<file path="src/rtl/rs232_rx_fifo.sv">
// First-word-fall-through byte FIFO behind the RS-232 receiver, with hysteretic CTS and sticky overflow.
// Optional RS232_RX_FIFO_DROP_COUNT_EN adds a saturating count of dropped bytes.
module rs232_rx_fifo #(
    parameter int DEPTH_LOG2 = 4,
    parameter int CTS_HIGH   = 12,
    parameter int CTS_LOW    = 4
) (
    input  logic                  clock,
    input  logic                  reset,
    input  logic [7:0]            in_data,
    input  logic                  in_valid,
    output logic [7:0]            out_data,
    output logic                  out_valid,
    input  logic                  out_ready,
    output logic [DEPTH_LOG2:0]   count,
    output logic                  rs232_ctsn,
    output logic                  overflow,
    input  logic                  overflow_clear
`ifdef RS232_RX_FIFO_DROP_COUNT_EN
    ,
    output logic [7:0]            drop_count
`endif
);

    localparam int DEPTH = 1 << DEPTH_LOG2;
    localparam logic [DEPTH_LOG2:0] FULL   = DEPTH[DEPTH_LOG2:0];
    localparam logic [DEPTH_LOG2:0] CTS_HI = CTS_HIGH[DEPTH_LOG2:0];
    localparam logic [DEPTH_LOG2:0] CTS_LO = CTS_LOW[DEPTH_LOG2:0];

    logic [7:0]            mem [DEPTH];
    logic [DEPTH_LOG2-1:0] wr_ptr, rd_ptr, rd_inc;
    logic [DEPTH_LOG2:0]   count_nxt, remain, push_ext, pop_ext;
    logic                  push, pop, full, drop, ovf_q;

    assign pop       = out_valid & out_ready;
    assign full      = (count == FULL);
    assign push      = in_valid & (~full | pop);
    assign drop      = in_valid & full & ~pop;
    assign push_ext  = {{DEPTH_LOG2{1'b0}}, push};
    assign pop_ext   = {{DEPTH_LOG2{1'b0}}, pop};
    assign count_nxt = count + push_ext - pop_ext;
    assign remain    = count - pop_ext;
    assign rd_inc    = rd_ptr + 1'b1;

    always_ff @(posedge clock) begin
        if (push) mem[wr_ptr] <= in_data;
    end

    always_ff @(posedge clock or posedge reset) begin
        if (reset) begin
            wr_ptr     <= '0;
            rd_ptr     <= '0;
            count      <= '0;
            out_valid  <= 1'b0;
            out_data   <= 8'h00;
            rs232_ctsn <= 1'b0;
            ovf_q      <= 1'b0;
        end else begin
            if (push) wr_ptr <= wr_ptr + 1'b1;
            if (pop)  rd_ptr <= rd_inc;
            count     <= count_nxt;
            out_valid <= (count_nxt != '0);
            // Head register: the incoming byte becomes head when nothing else remains,
            // otherwise a pop exposes the next stored entry.
            if (push && remain == '0)
                out_data <= in_data;
            else if (pop && remain != '0)
                out_data <= mem[rd_inc];
            if (count_nxt >= CTS_HI)
                rs232_ctsn <= 1'b1;
            else if (count_nxt <= CTS_LO)
                rs232_ctsn <= 1'b0;
            if (drop)
                ovf_q <= 1'b1;
            else if (overflow_clear)
                ovf_q <= 1'b0;
        end
    end

`ifdef RS232_RX_FIFO_DROP_COUNT_EN
    always_ff @(posedge clock or posedge reset) begin
        if (reset)
            drop_count <= 8'h00;
        else if (drop && overflow_clear)
            drop_count <= 8'h01;
        else if (drop) begin
            if (drop_count != 8'hFF) drop_count <= drop_count + 8'h01;
        end else if (overflow_clear)
            drop_count <= 8'h00;
    end
    assign overflow = ovf_q | (drop_count != 8'h00);
`else
    assign overflow = ovf_q;
`endif

endmodule

</file>
<file path="config.mk">
export PLATFORM = sky130hd
export DESIGN_NAME = rs232_rx_fifo
export DESIGN_NICKNAME = d
export VERILOG_FILES = /design/src/rtl/rs232_rx_fifo.sv
export SDC_FILE = /design/constraint.sdc
export NUM_CORES = 1
export LEC_CHECK = 0
export CAP_MARGIN = 20
export CORE_ASPECT_RATIO = 0.6
export CORE_MARGIN = 8
export CORE_UTILIZATION = 45
export CTS_CLUSTER_SIZE = 25
export DETAILED_ROUTE_END_ITERATION = 10
export SLEW_MARGIN = 5
export SYNTH_ARGS = -nofsm -noshare
export SYNTH_HDL_FRONTEND = slang
export SYNTH_SLANG_ARGS = --single-unit
export TNS_END_PERCENT = 10
</file>
<file path="constraint.sdc">
create_clock -name clock -period 3.1 [get_ports clock]
set_input_delay 0.31 -clock clock [delete_from_list [all_inputs] [get_ports clock]]
set_output_delay 0.31 -clock clock [all_outputs]
set_load 0.1 [all_outputs]
</file>
After elaboration in Yosys (flattened, before gate mapping)
Memory sizes are Yosys's and may differ from the RTL's.
Index checks and enable logic that the tools add are counted.
- bits in registers: 24
- bits in writable memories: 128
- bits of input ports: 13
- word-level logic and storage cells: 39
- memories kept: 1
- memory list (memory ; words ; width ; rd ports ; clocked after memory_dff ; write ports ; line ; RTL):
    mem ; 16 ; 8 ; 1 ; 0 ; 1 ; 30 ; logic [7:0] mem [DEPTH];
- $add $sub $neg: 5
- $lt $le $gt $ge: 2
- equal/unequal tests: 1
- mux-type cells: 8
- bitwise operators: 7
- reductions and logical operators: 8
- operator list (kind ; number):
    $mux W8 ; 2
    $reduce_bool A5 Y1 ; 2
    $sub A5 B1 Y5 ; 2
    $add A4 B1 Y4 const B ; 2
    $mux W1 ; 6
    $reduce_bool A2 Y1 ; 3
    $add A5 B1 Y5 ; 1
    $eq A5 B5 Y1 const B ; 1
    $ge A5 B4 Y1 const B ; 1
    $le A5 B3 Y1 const B ; 1
    $logic_not A5 Y1 ; 1
    $and A1 B1 Y1 ; 4
    $logic_and A1 B1 Y1 ; 2
    $not A1 Y1 ; 2
    $or A1 B1 Y1 ; 1

Depth between registers and ports, before layout
- depth after elaboration: 9
- depth in mapped cells: 16

Least setup slack after synthesis
OpenSTA, ideal clock, no wires.
- path kind: register to register
- start point: reg count[2]
- end point: reg out_valid
- library setup time: 0.139 ns
- arrival time: 3.774 ns
- required time: 2.961 ns
- setup slack: -0.813 ns
- cell stages (with the launch flop): 17
- period minus slack after synthesis: 3.913 ns
- path through: dfrtp_1 > inv_1 > ha_1 > nand2_1 > o41a_1 > buf_2 > inv_1 > ha_1 > inv_1 > ha_1 > inv_1 > fa_1 > o21bai_1 > a21oi_1 > xnor2_1 > inv_1 > or4_1
- word-level cells in the longest chain between the ends: 7
- ends and longest elaborated chain (what ; line ; RTL):
    start, declared ; 15 ; output logic [DEPTH_LOG2:0] count,
    start signal, assigned ; 61 ; count <= count_nxt;
    $eq A5 B5 Y1 ; 36 ; assign full = (count == FULL);
    $not A1 Y1 ; 37 ; assign push = in_valid & (~full | pop);
    $or A1 B1 Y1 ; 37 ;
    $and A1 B1 Y1 ; 37 ;
    $add A5 B1 Y5 * ; 41 ; assign count_nxt = count + push_ext - pop_ext;
    $sub A5 B1 Y5 * ; 41 ;
    net count_nxt[4] ; 32 ; logic [DEPTH_LOG2:0] count_nxt, remain, push_ext, pop_ext;
    $reduce_bool A5 Y1 * ; 62 ; out_valid <= (count_nxt != '0);
    end signal, assigned ; 62 ;
    end, declared ; 13 ; output logic out_valid,
Mark *: on every way through the listed nets, which the timed path passes. The rest lies on a longest branch.
A chain may end at the register's enable or synchronous reset.

Worst setup path after layout
- start point: reg count[3]
- end point: reg out_valid
The elaborated chain is that of the path after synthesis.

==> results_dict.tcl <==
set metrics [dict create \
    clkTransAtPathRegs_ns 0.07 \
    met1_usage_pct 22.33 \
    io_buffers 28 \
    rsz0062_at_grt "true" \
    antenna_found_initial 0 \
    die_area_um2 18480 \
    relSlewSlack_pct 34.47 \
    synthesis.area_um2 6425 \
    yosysUniqueCellTypes 41 \
    wl_per_cell_um 21.70 \
    clk_latency_ns 0.42 \
    synthCells 351 \
    drt_wl_total_mm 13.26 \
    vias 3331 \
    core.rowCount 33 \
    async_reset_ff_share_pct 15.79 \
    h-tree-depth 4 \
    drv_slew 0 \
    critPathLaunchType "flip-flop" \
    fmax_mhz 329.2 \
    finalHoldViolations 0 \
    ys_ff_latch 152 \
    leakagePower_nw 2.691 \
    ir_drop_mv 0.9930 \
    crit_arrival_ns 3.32 \
    synth.top_cell.area_share_pct 59.82 \
    core-area_um2 13790 \
    num_antenna_cells 0 \
    seq_area_um2 4458 \
    clock_path_buffers 2 \
    grtUsageTotal_pct 15.28 \
    yosys-top-cells-area "edfxtp_1, dfrtp_1, mux4_1, mux4_2, mux2_2" \
    fillers 1116 \
    use_met2_pct 21.82 \
    drive_gt1_share_pct 28.40 \
    yosysWarningCount 0 \
    tritoncts "built" \
    power.density_nw_per_um2 1099 \
    tightest_slew_ns 0.9799 \
    yosysSeqAreaShare_pct 69.17 \
    syn2layout_area_growth_pct 18.89 \
    grt_max_degree 35 \
    drc 0 \
    clock_sinks 152 \
    fin_setup_tns_ns 0 \
    io_pins 29 \
    crit_slowest_cell "dfrtp_4" \
    dieWidth_um 170.3 \
    end_kind "flip-flop" \
    setup_violations 0 \
    grt_first_pass_wirelength_mm 20.38 \
    dp_hpwl_mm 8.785 \
    yosysMostFrequentCell "edfxtp_1" \
    place.gp.congestion 0.7717 \
    gr-total-overflow 0 \
    firstDrtPassIters 4 \
    synth-edff-count 128 \
    fp.dieH_um 108.6 \
    hold_buffers 0 \
    mappedNetlistNets 379 \
    drt_iter0_drc 255 \
    synthTopCellsByCount "edfxtp_1, dfrtp_1, inv_1" \
    reg2reg_depth 15 \
    yosys.area.top_type "edfxtp_1" \
    placed_cell_area_um2 7084 \
    synth_flop_cell "edfxtp_1" \
    cp_cell_sequence "inv_4, ha_4, nand2_2, o41a_1, clkinv_4, ha_4, inv_2, ha_4, inv_2, fa_2, o21bai_1, a21oi_2, xnor2_1, inv_1, or4_1" \
    postSynthAreaPerCell_um2 18.30 \
    critical_path.max_fanout 3 \
    multi_input_area_um2 1893 \
    fin_skew_ns 0.01858 \
    cap_violations 0 \
    initial_utilization_pct 46.59 \
    status "completed" \
    post-route-period-util_pct 97.99 \
    met3_usage_pct 4.729 \
    vias_per_cell 5.452 \
    grt_pass1_vias 3375 \
    hold_class "in2async" \
    nets 434 \
    path_common_cell "ha_4" \
    max_stage_delay_ns 0.49 \
    clockRootBuffer "clkbuf_16" \
    stdcell_area_um2 7639 \
    required_ns 3.38 \
    numCtsBuffers 17 \
    path_class "reg2reg" \
    min_period_ns 3.038 \
    grt_busiest_layer "met1" \
    ant_nets 0 \
]
-- layout by cell type (no fill, tap or decap), drive strengths merged, types with 2 or more instances in the layout --
cell type	count
edfxtp	128
mux4	32
buf	30
inv	26
dfrtp	24
clkdlybuf4s50	19
nand2	18
clkbuf	17
mux2	16
nor2	15
ha	14
clkinv	9
xnor2	8
a22oi	8
a31oi	8
nor4	5
o21ai	4
nand3	4
and2	4
and3	4
xor2	4
nand4	3
o311a	3
o21bai	2
o311ai	2
a21oi	2
-- stage by stage --
stage / hold slack [ns] / std cells / utilization, % / power [W] / setup slack [ns]
2_1_floorplan: 0.3244 / 351 / - / 0.005579 / -0.1079
3_3_place_gp: 0.4755 / 578 / 51.37 / 0.006495 / 0.05806
3_5_place_dp: 0.4852 / 578 / 51.37 / 0.006522 / 0.003515
4_1_cts: 0.4274 / 610 / 55.31 / 0.008429 / 0.02482
5_1_grt: 0.4707 / 611 / 55.39 / 0.008852 / -0.09623
6_report: 0.4146 / 611 / 55.39 / 0.008397 / 0.06237
-- area by class of cell --
class	count	area share (%)
Clock buffer	17	5.569
Clock inverter	15	1.540
Inverter	21	1.163
Multi-Input combinational cell	165	24.78
Sequential cell	152	58.36
Tap cell	192	3.145
Timing Repair Buffer	49	5.438
-- power breakdown --
part	switching [W]	total (W)	internal, W
Combinational	0.00222	0.00371	0.00149
Sequential	0.000231	0.00280	0.00257
Clock	0.000847	0.00189	0.00104
-- what timing repair did --
action	in CTS	in global routing
setup buffers	0	1
setup endpoints to repair	0	1
gates resized for setup	0	2
-- flip-flops by register name, indices dropped and copies added, names as in the netlist --
register    count
mem           128
out_data        8
count           5
rd_ptr          4
wr_ptr          4
out_valid       1
overflow        1
rs232_ctsn      1
-- metal layers --
layer | share of wire (%) | vias up
met3 | 8.8 | 4
met4 | 0.32 | 0
met5 | 0 | -
li1 | - | 1512
met1 | 47 | 1710
met2 | 44 | 105
-- worst paths after layout --
| kind | start | end | slack, ns |
|---|---|---|---|
| hold reg to reg | rd_ptr[3]$_DFFE_PP0P_ | rd_ptr[3]$_DFFE_PP0P_ | 0.50 |
| setup / recovery | count[3]$_DFF_PP0_ | out_valid$_DFF_PP0_ | 0.06 |
| setup reg to reg | count[3]$_DFF_PP0_ | out_valid$_DFF_PP0_ | 0.06 |
| min in group clock | overflow_clear | overflow$_DFFE_PP0P_ | 0.48 |
| max in group asynchronous | reset | count[2]$_DFF_PP0_ | 1.97 |
| hold / removal | reset | wr_ptr[0]$_DFFE_PP0P_ | 0.41 |
-- cells by family after synthesis --
group	count (synthesis)	share of synthesized area [%]
DFF	152	69.17
adders and majority gates	15	3.038
and+or+nand+nor	57	4.421
AOI/OAI and AO/OA	33	4.070
muxes	48	15.07
buffers and inverters	34	2.473
xor gates and xnor gates	12	1.753
-- worst max-delay path: cells and delay by family (launching register included) --
family | cells | cell delay [ns]
compound gates | 3 | 0.63
buf+inv | 5 | 0.33
flops | 1 | 0.49
xor+xnor | 1 | 0.21
simple gates | 2 | 0.46
fa+ha+maj | 4 | 0.78
(Power assumes the default switching activity.)
